### config.mk
export PLATFORM = sky130hd
export DESIGN_NAME = pipe_hazard_ctrl
export DESIGN_NICKNAME = d
export VERILOG_FILES = /design/src/rtl/pipe_hazard_ctrl.sv
export SDC_FILE = /design/constraint.sdc
export NUM_CORES = 1
export LEC_CHECK = 0
export ABC_AREA = 1
export CORE_UTILIZATION = 45
export DETAILED_ROUTE_END_ITERATION = 10
export PLACE_DENSITY = 0.75
export SETUP_SLACK_MARGIN = 0.3
export SYNTH_ARGS = -nofsm -noshare
export SYNTH_HDL_FRONTEND = slang
export SYNTH_SLANG_ARGS = --single-unit
export TNS_END_PERCENT = 100
### constraint.sdc
create_clock -name clk -period 2.83 [get_ports clk]
set_input_delay 0.4245 -clock clk [delete_from_list [all_inputs] [get_ports clk]]
set_output_delay 0.4245 -clock clk [all_outputs]
set_load 0.02 [all_outputs]
### src/rtl/pipe_hazard_ctrl.sv
// ---------------------------------------------------------------------------
// pipe_hazard_ctrl
//
// Hazard and sequencing controller for the 5-stage pipelined ARM core.
// It drives the load enables and synchronous clears of the PC and the FD,
// DE, EM and MW pipeline registers. It selects E-stage operand forwarding.
// It freezes the whole pipeline while data memory is not ready, and it
// counts stall and flush events in saturating counters.
//
// Parameters
//   TIMEOUT_CYC : max consecutive memory-wait cycles before mem_err (>= 2)
//   CNT_W       : width of the saturating stall / flush event counters
//
// Ports
//   clk, reset           : rising-edge clock, synchronous active-high reset
//   ra1d, ra2d           : source registers of the Decode instruction
//   ra1e, ra2e           : source registers of the Execute instruction
//   wa3e, wa3m, wa3w     : destination register in Execute / Memory / Writeback
//   regwrite_m/_w        : Memory / Writeback instruction writes the regfile
//   memtoreg_e           : Execute instruction is a load
//   pcsrc_e              : taken branch / PC write resolved in Execute
//   mem_req_m            : Memory instruction accesses data memory
//   mem_ready_m          : data memory completes the access this cycle
//   en_pc..en_mw         : register load enables (1 = load)
//   clr_fd..clr_mw       : register synchronous clears (clear beats enable)
//   fwd_ae, fwd_be       : 00 regfile, 01 Writeback result, 10 Memory ALU result
//   mem_err              : sticky memory timeout flag
//   stall_cnt            : cycles with a load-use stall or a memory freeze
//   flush_cnt            : taken-branch flushes
// ---------------------------------------------------------------------------
module pipe_hazard_ctrl #(
    parameter int TIMEOUT_CYC = 16,
    parameter int CNT_W       = 16
) (
    input  logic             clk,
    input  logic             reset,
    input  logic [3:0]       ra1d,
    input  logic [3:0]       ra2d,
    input  logic [3:0]       ra1e,
    input  logic [3:0]       ra2e,
    input  logic [3:0]       wa3e,
    input  logic [3:0]       wa3m,
    input  logic [3:0]       wa3w,
    input  logic             regwrite_m,
    input  logic             regwrite_w,
    input  logic             memtoreg_e,
    input  logic             pcsrc_e,
    input  logic             mem_req_m,
    input  logic             mem_ready_m,
    output logic             en_pc,
    output logic             en_fd,
    output logic             en_de,
    output logic             en_em,
    output logic             en_mw,
    output logic             clr_fd,
    output logic             clr_de,
    output logic             clr_em,
    output logic             clr_mw,
    output logic [1:0]       fwd_ae,
    output logic [1:0]       fwd_be,
    output logic             mem_err,
    output logic [CNT_W-1:0] stall_cnt,
    output logic [CNT_W-1:0] flush_cnt
);

    // The wait counter never needs to hold more than TIMEOUT_CYC-1.
    localparam int WAIT_W = $clog2(TIMEOUT_CYC);

    localparam logic [WAIT_W-1:0] WAIT_ZERO = WAIT_W'(0);
    localparam logic [WAIT_W-1:0] WAIT_ONE  = WAIT_W'(1);
    localparam logic [WAIT_W-1:0] WAIT_LAST = WAIT_W'(TIMEOUT_CYC - 1);
    localparam logic [CNT_W-1:0]  CNT_ZERO  = CNT_W'(0);
    localparam logic [CNT_W-1:0]  CNT_ONE   = CNT_W'(1);

    typedef enum logic [1:0] {
        ST_RUN      = 2'b00,
        ST_MEM_WAIT = 2'b01,
        ST_ERR      = 2'b10
    } state_t;

    state_t            state_r;
    state_t            state_nx_s;
    logic [WAIT_W-1:0] wait_cnt_r;
    logic [WAIT_W-1:0] wait_nx_s;
    logic              err_set_s;
    logic              mem_err_r;
    logic              freeze_s;
    logic              ld_match_s;
    logic              ldstall_s;
    logic              stall_evt_s;
    logic              flush_evt_s;
    logic [CNT_W-1:0]  stall_cnt_r;
    logic [CNT_W-1:0]  flush_cnt_r;

    // Forwarding source for one E operand. A Memory-stage producer is younger
    // than a Writeback one, so it wins. r15 is the PC and is never forwarded.
    function automatic logic [1:0] fwd_sel(
        input logic [3:0] src,
        input logic       wr_m,
        input logic [3:0] dst_m,
        input logic       wr_w,
        input logic [3:0] dst_w
    );
        logic [1:0] sel;
        sel = 2'b00;
        if (src == 4'hF) begin
            sel = 2'b00;
        end else if (wr_m && (dst_m == src)) begin
            sel = 2'b10;
        end else if (wr_w && (dst_w == src)) begin
            sel = 2'b01;
        end else begin
            sel = 2'b00;
        end
        return sel;
    endfunction

    // Saturating increment: the counter sticks at all-ones instead of wrapping.
    function automatic logic [CNT_W-1:0] sat_inc(input logic [CNT_W-1:0] val);
        logic [CNT_W-1:0] res;
        if (&val) begin
            res = val;
        end else begin
            res = val + CNT_ONE;
        end
        return res;
    endfunction

    // Freeze and load-use detection. In MEM_WAIT the freeze releases in the
    // same cycle that ready returns, so a wait costs one cycle per ready-low
    // cycle and nothing more.
    always_comb begin
        freeze_s = 1'b1;
        case (state_r)
            ST_RUN:      freeze_s = mem_req_m & ~mem_ready_m;
            ST_MEM_WAIT: freeze_s = ~mem_ready_m;
            ST_ERR:      freeze_s = 1'b1;
            default:     freeze_s = 1'b1;
        endcase
        ld_match_s  = (wa3e == ra1d) | (wa3e == ra2d);
        // A taken branch puts the Decode instruction on the wrong path, so no stall.
        ldstall_s   = memtoreg_e & ld_match_s & ~pcsrc_e;
        stall_evt_s = ldstall_s | freeze_s;
        flush_evt_s = pcsrc_e & ~freeze_s;
    end

    // Memory-wait FSM next state and wait-counter update.
    always_comb begin
        state_nx_s = state_r;
        wait_nx_s  = wait_cnt_r;
        err_set_s  = 1'b0;
        case (state_r)
            ST_RUN: begin
                if (mem_req_m && !mem_ready_m) begin
                    state_nx_s = ST_MEM_WAIT;
                    wait_nx_s  = WAIT_ONE;
                end else begin
                    state_nx_s = ST_RUN;
                    wait_nx_s  = WAIT_ZERO;
                end
            end
            ST_MEM_WAIT: begin
                if (mem_ready_m) begin
                    state_nx_s = ST_RUN;
                    wait_nx_s  = WAIT_ZERO;
                end else if (wait_cnt_r == WAIT_LAST) begin
                    state_nx_s = ST_ERR;
                    wait_nx_s  = WAIT_ZERO;
                    err_set_s  = 1'b1;
                end else begin
                    state_nx_s = ST_MEM_WAIT;
                    wait_nx_s  = wait_cnt_r + WAIT_ONE;
                end
            end
            ST_ERR: begin
                // Only reset leaves ERR.
                state_nx_s = ST_ERR;
                wait_nx_s  = WAIT_ZERO;
            end
            default: begin
                // An illegal encoding recovers to RUN; it is frozen meanwhile.
                state_nx_s = ST_RUN;
                wait_nx_s  = WAIT_ZERO;
            end
        endcase
    end

    // FSM state, wait counter and sticky error flag.
    always_ff @(posedge clk) begin
        if (reset) begin
            state_r    <= ST_RUN;
            wait_cnt_r <= WAIT_ZERO;
            mem_err_r  <= 1'b0;
        end else begin
            state_r    <= state_nx_s;
            wait_cnt_r <= wait_nx_s;
            mem_err_r  <= mem_err_r | err_set_s;
        end
    end

    // Stall and flush event counters.
    always_ff @(posedge clk) begin
        if (reset) begin
            stall_cnt_r <= CNT_ZERO;
            flush_cnt_r <= CNT_ZERO;
        end else begin
            if (stall_evt_s) begin
                stall_cnt_r <= sat_inc(stall_cnt_r);
            end else begin
                stall_cnt_r <= stall_cnt_r;
            end
            if (flush_evt_s) begin
                flush_cnt_r <= sat_inc(flush_cnt_r);
            end else begin
                flush_cnt_r <= flush_cnt_r;
            end
        end
    end

    // Stage enables and clears, highest-priority condition first.
    always_comb begin
        en_pc  = 1'b1;
        en_fd  = 1'b1;
        en_de  = 1'b1;
        en_em  = 1'b1;
        en_mw  = 1'b1;
        clr_fd = 1'b0;
        clr_de = 1'b0;
        clr_em = 1'b0;
        clr_mw = 1'b0;
        if (reset) begin
            {en_pc, en_fd, en_de, en_em, en_mw} = 5'b00000;
            {clr_fd, clr_de, clr_em, clr_mw}    = 4'b1111;
        end else if (freeze_s) begin
            // Nothing moves; branch and load-use are re-evaluated once unfrozen.
            {en_pc, en_fd, en_de, en_em, en_mw} = 5'b00000;
            {clr_fd, clr_de, clr_em, clr_mw}    = 4'b0000;
        end else if (ldstall_s) begin
            // Hold F and D, let the load advance and insert a bubble into E.
            {en_pc, en_fd, en_de, en_em, en_mw} = 5'b00111;
            {clr_fd, clr_de, clr_em, clr_mw}    = 4'b0100;
        end else if (pcsrc_e) begin
            // PC loads the target; the two wrong-path instructions are squashed.
            {en_pc, en_fd, en_de, en_em, en_mw} = 5'b11111;
            {clr_fd, clr_de, clr_em, clr_mw}    = 4'b1100;
        end else begin
            {en_pc, en_fd, en_de, en_em, en_mw} = 5'b11111;
            {clr_fd, clr_de, clr_em, clr_mw}    = 4'b0000;
        end
    end

    // Operand forwarding selects; forced to the register file during reset.
    always_comb begin
        fwd_ae = 2'b00;
        fwd_be = 2'b00;
        if (reset) begin
            fwd_ae = 2'b00;
            fwd_be = 2'b00;
        end else begin
            fwd_ae = fwd_sel(ra1e, regwrite_m, wa3m, regwrite_w, wa3w);
            fwd_be = fwd_sel(ra2e, regwrite_m, wa3m, regwrite_w, wa3w);
        end
    end

    assign mem_err   = mem_err_r;
    assign stall_cnt = stall_cnt_r;
    assign flush_cnt = flush_cnt_r;

endmodule

# Word level (Yosys, flattened, before mapping)
# Index checks and enable logic that the tools add are counted.
[word_totals] register_bits=39 latch_bits=0 mem_bits_rw=0 romBits=0 output_inout_bits=46 elab_cells=75 n_memories=0
[classes] add_sub_neg=3 n_mul=0 div_mod_pow=0 order_cmp=0 eq_ne=11 shifts=0 mux=33 bitwise=12 n_reduce_logical=11
[op_table] operator="16-bit by 1-bit adder with 16-bit output, second input constant" n=2
[op_table] operator="16-bit AND reduction" n=2
[op_table] operator="4-bit == test" n=6
[op_table] operator="1-bit 2-to-1 mux" n=20
[op_table] operator="2-bit 2-to-1 mux" n=8
[op_table] operator="4-bit == test, second input constant" n=3
[op_table] operator="4-bit 2-to-1 mux" n=2
[op_table] operator="4-bit one-hot mux with 2 select lines" n=1
[op_table] operator="2-bit one-hot mux with 3 select lines" n=1
[op_table] operator="1-bit logical AND" n=5
[op_table] operator="1-bit inverter" n=5
[op_table] operator="4-bit by 1-bit adder with 4-bit output, second input constant" n=1
[op_table] operator="1-bit AND" n=4
[op_table] operator="2-bit AND reduction" n=2
[op_table] operator="1-bit bitwise OR" n=3
[op_table] operator="2-bit by 1-bit == test with 1-bit output, second input constant" n=1
[op_table] operator="2-bit == test, second input constant" n=1
[op_table] operator="2-bit logical NOT" n=1
[op_table] operator="1-bit one-hot mux with 2 select lines" n=1
[op_table] operator="1-bit logical NOT" n=1

# Logic depth before layout (Yosys ltp)
[depth] ltp_word=7 depth_mapped=12 depth_no_buf=12

# Worst setup path after synthesis
# No wires, ideal clock.
[synth_path] path_kind="input to output" start="in wa3e[2]" end="out en_pc" t_arrival_ns=1.548 t_required_ns=2.406 path_slack_ns=0.857 stages=11 n_path_buf=2 cell_sequence="inv_1 nand2_1 nand2_1 nor2_1 nand2_1 nand2_1 nand3_2 nand2_4 buf_6 nor2_1 buf_4"
[synth_via] elab_chain_cells=7
[synth_rtl] element="start, declared" line_no="41" text="input logic [3:0] wa3e,"
[synth_rtl] element="4-bit == test" line_no="140" text="ld_match_s = (wa3e == ra1d) | (wa3e == ra2d);"
[synth_rtl] element="1-bit bitwise OR (*)" line_no="140"
[synth_rtl] element="1-bit AND (*) (2 in series)" line_no="142" text="ldstall_s = memtoreg_e & ld_match_s & ~pcsrc_e;"
[synth_rtl] element="1-bit 2-to-1 mux (*) (3 in series)"
[synth_rtl] element="end, declared" line_no="50" text="output logic en_pc,"
# Mark *: on every way between the ends. The rest lies on a longest branch, timed or not.

# Final worst setup path
[layout_path] start="in mem_ready_m" end="out en_mw"
[layout_via] elab_chain_cells=5
[layout_rtl] element="start, declared" line_no="49" text="input logic mem_ready_m,"
[layout_rtl] element="1-bit inverter (*)" line_no="135, 136"
[layout_rtl] element="1-bit AND" line_no="135" text="ST_RUN: freeze_s = mem_req_m & ~mem_ready_m;"
[layout_rtl] element="1-bit one-hot mux with 2 select lines (*)" line_no="134" text="case (state_r)"
[layout_rtl] element="1-bit 2-to-1 mux (*)" line_no="234" text="end else if (freeze_s) begin"
[layout_rtl] element="1-bit 2-to-1 mux (*)" line_no="231" text="if (reset) begin"
[layout_rtl] element="end, declared" line_no="54" text="output logic en_mw,"
# Marked as above.

==> impl_metrics.csv <==
group,metric,value,unit
cells_and_area,areaGrowthSynthToFinish,35.0,%
setup_path,worstPathRequired,2.41,ns
setup_path,cp-start-kind,"input pin",
setup_path,worstPathArrival,2.00,ns
clock_tree,h-tree-depth,2,
drt,wl_per_cell,11.2,um
status,outcome,"finished clean",
drt,vias,2769,
sta,clock-skew-final,0.0110,ns
placement,gp_congestion,0.793,
die,rows,27,
cells_and_area,fin_nets,527,
cells_and_area,multi_input_area,0.00154,sq mm
sta,maxSlewViolCount,0,
die,io_pins,82,
placement,hpwl,4680,um
drt,firstDrtPassIters,4,
die,dieArea,0.00611,sq mm
grt,grt_start_max_net_pins,28,
clock_tree,cts_tree,"built",
die,die_w,78.2,um
sta,rsz0062_at_grt,"false",
drt,post-route-drc-count,0,
grt,grt_antenna_before_repair,0,
sta,worst_pin_slew,0.323,ns
cells_and_area,post-route-util,63.6,%
pwr,power_density,349,mW/mm^2
cells_and_area,register_area,781,sq um
sta,fin_crit,2.43,ns
die,die_h,78.2,um
clock_tree,root_buffer,"clkbuf_8",
sta,setup_viol,0,
die,start_util,47.1,%
synth,syn_nets,449,
clock_tree,hold_buffers,0,
sta,clock.fmax,412,MHz
sta,relSlewSlack,78.3,%
synth,ys_seq_area_share,29.9,%
clock_tree,cts_buffers,5,
placement,pre_cts_ws,0.227,ns
grt,grt_pass1_vias,2493,
synth,yosysUniqueCellTypes,39,
clock_tree,clockBufferDepth,2,
grt,grt_pass1_wl,10600,um
synth,yosys.area.top_type,"dfxtp_1",
synth,synth_top_area_share,29.9,%
synth,synth_area,0.00261,sq mm
drt,wirelength,6260,um
synth,ys_seq_elements,39,
placement,portBuffers,81,
pwr,p_leak,1.43,nW
drt,drt_iter0_drc,118,
grt,grt-ovfl-total,0,
die,core-area,0.00554,sq mm
sta,setup_ws,0.401,ns
pwr,power,1.23,mW
clock_tree,clk_transition_reported_paths,0.08,ns
cells_and_area,diodes,0,
synth,synth_top_flop_cell,"dfxtp_1",
clock_tree,clock_sinks,39,
synth,synthCells,410,
synth,synth-async-reset-ratio,0,%
clock_tree,cts_setup_buffers,0,
grt,grt_usage,21.0,%
synth,synth_edf_count,0,
sta,setup_tns,0,ns
synth,avgSynthCellArea,6.37,sq um
job,drv_cap,0,
placement,place_area,0.00344,sq mm
synth,yosys-top-cells-area,"dfxtp_1 30%, nand2_1 14%, nor2_1 11%",
setup_path,worst-setup-path-type,"input pin to output port",
min_path,hp-class,"register to register",
drt,routed_via_density,4.94,
sta,finalCritPeriodShare,85.8,%
setup_path,crit_fanout,5,
cells_and_area,final_area,0.00352,sq mm
pwr,vdd_drop_max,0.193,mV
sta,final-hold-violation-count,0,
setup_path,end_kind,"output port",
synth,yosys_warnings,0,
cells_and_area,drive_gt1_share,8.61,%
clock_tree,clock_latency,0.29,ns
drt,postRouteAntennaNets,0,
cells_and_area,nFillCells,539,
## Yosys cell counts (3+ instances only)
library cell and instances:
ha_1 3, a21oi_1 26, o21ai_0 8, nor3_2 3, buf_4 5, xnor2_1 7
nor2_2 8, nor2_1 75, nor3_1 7, dfxtp_1 39, nand2_1 98, inv_1 48
buf_2 3, nand3_2 4, nand3_1 21, xor2_1 9, nand2_2 6, buf_6 4
nand4_1 10
## kinds of logic (layout without fill, tap and decap cells)
kind of cell,Yosys count,after routing,synth area share [%]
fa+ha+maj,3,3,1.44
flops,39,39,29.9
buf+inv,65,143,11.4
compound gates,44,44,9.34
simple gates,243,243,42.5
xor+xnor,16,16,5.37
## path summary, 6_finish.rpt
kind | startpoint | to | slack (ns) | cells after the start
setup reg to reg | flush_cnt[0] | flush_cnt[3] | 0.89 | 11
setup / recovery | mem_ready_m | en_mw | 0.40 | 6
hold / removal | mem_err | mem_err | 0.48 | 2
hold reg to reg | mem_err | mem_err | 0.48 | 2
## layer usage
metal | track usage, % | up-vias | part of all wire, %
met5 | 0 | - | 0
met4 | 4.44 | 0 | 0.83
met3 | 4.19 | 5 | 5.7
met2 | 37.5 | 74 | 46
met1 | 26.0 | 1234 | 47
li1 | - | 1456 | -
## layout by cell type, fill, tap and decap left out, types with 3 or more instances in the layout
cell	Yosys	routed
xnor2_1	7	7
nand2_2	6	6
nand2_1	98	98
dfxtp_1	39	39
o21ai_1	2	3
xor2_1	9	9
nor2_1	75	75
buf_4	5	4
a21oi_1	26	26
inv_1	48	48
nand3_1	21	21
clkbuf_8	0	6
dlygate4sd2_1	0	7
nor2_2	8	8
ha_1	3	3
nor3_2	3	3
nor3_1	7	7
nand4_1	10	10
o21ai_0	8	7
nand3_2	4	4
clkdlybuf4s50_1	0	73
## critical path: stages
cell and delay [ns]:
clkdlybuf4s50_1 0.47, nor2_2 0.05, nand2_2 0.10, nand3_2 0.11, nor2_1 0.19, clkdlybuf4s50_1 0.65
## through the flow
stage / instances / hold WS, ns
after floorplan: 410 / 0.443
after global placement: 553 / 0.466
after detailed placement: 553 / 0.470
after CTS: 560 / 0.492
after global routing: 560 / 0.517
final: 560 / 0.483
## flip-flops by register name (all words and copies together), names as in the netlist
register,count
flush_cnt,16
stall_cnt,16
wait_cnt_r,4
state_r,2
mem_err,1
## timing repair
item	CTS	global route
resized for setup	8	2
hold endpoints to repair	0	0
setup endpoints to repair	7	4
## where the power goes
part / internal (mW) / switching (mW) / leakage [nW]
sequential: 0.562 / 0.0162 / 0.316
clock: 0.191 / 0.190 / 0.0470
combinational: 0.127 / 0.143 / 1.06
## layout make-up
type / count / area share (%)
clock buffers: 6 / 2.34
repair buffers: 85 / 23.7
flip-flops and latches: 39 / 22.2
multi-input cells: 306 / 43.7
inverters: 51 / 5.47
clock inverters: 1 / 0.142
well taps: 72 / 2.56
Note: power is estimated with default switching activity, not from simulation.
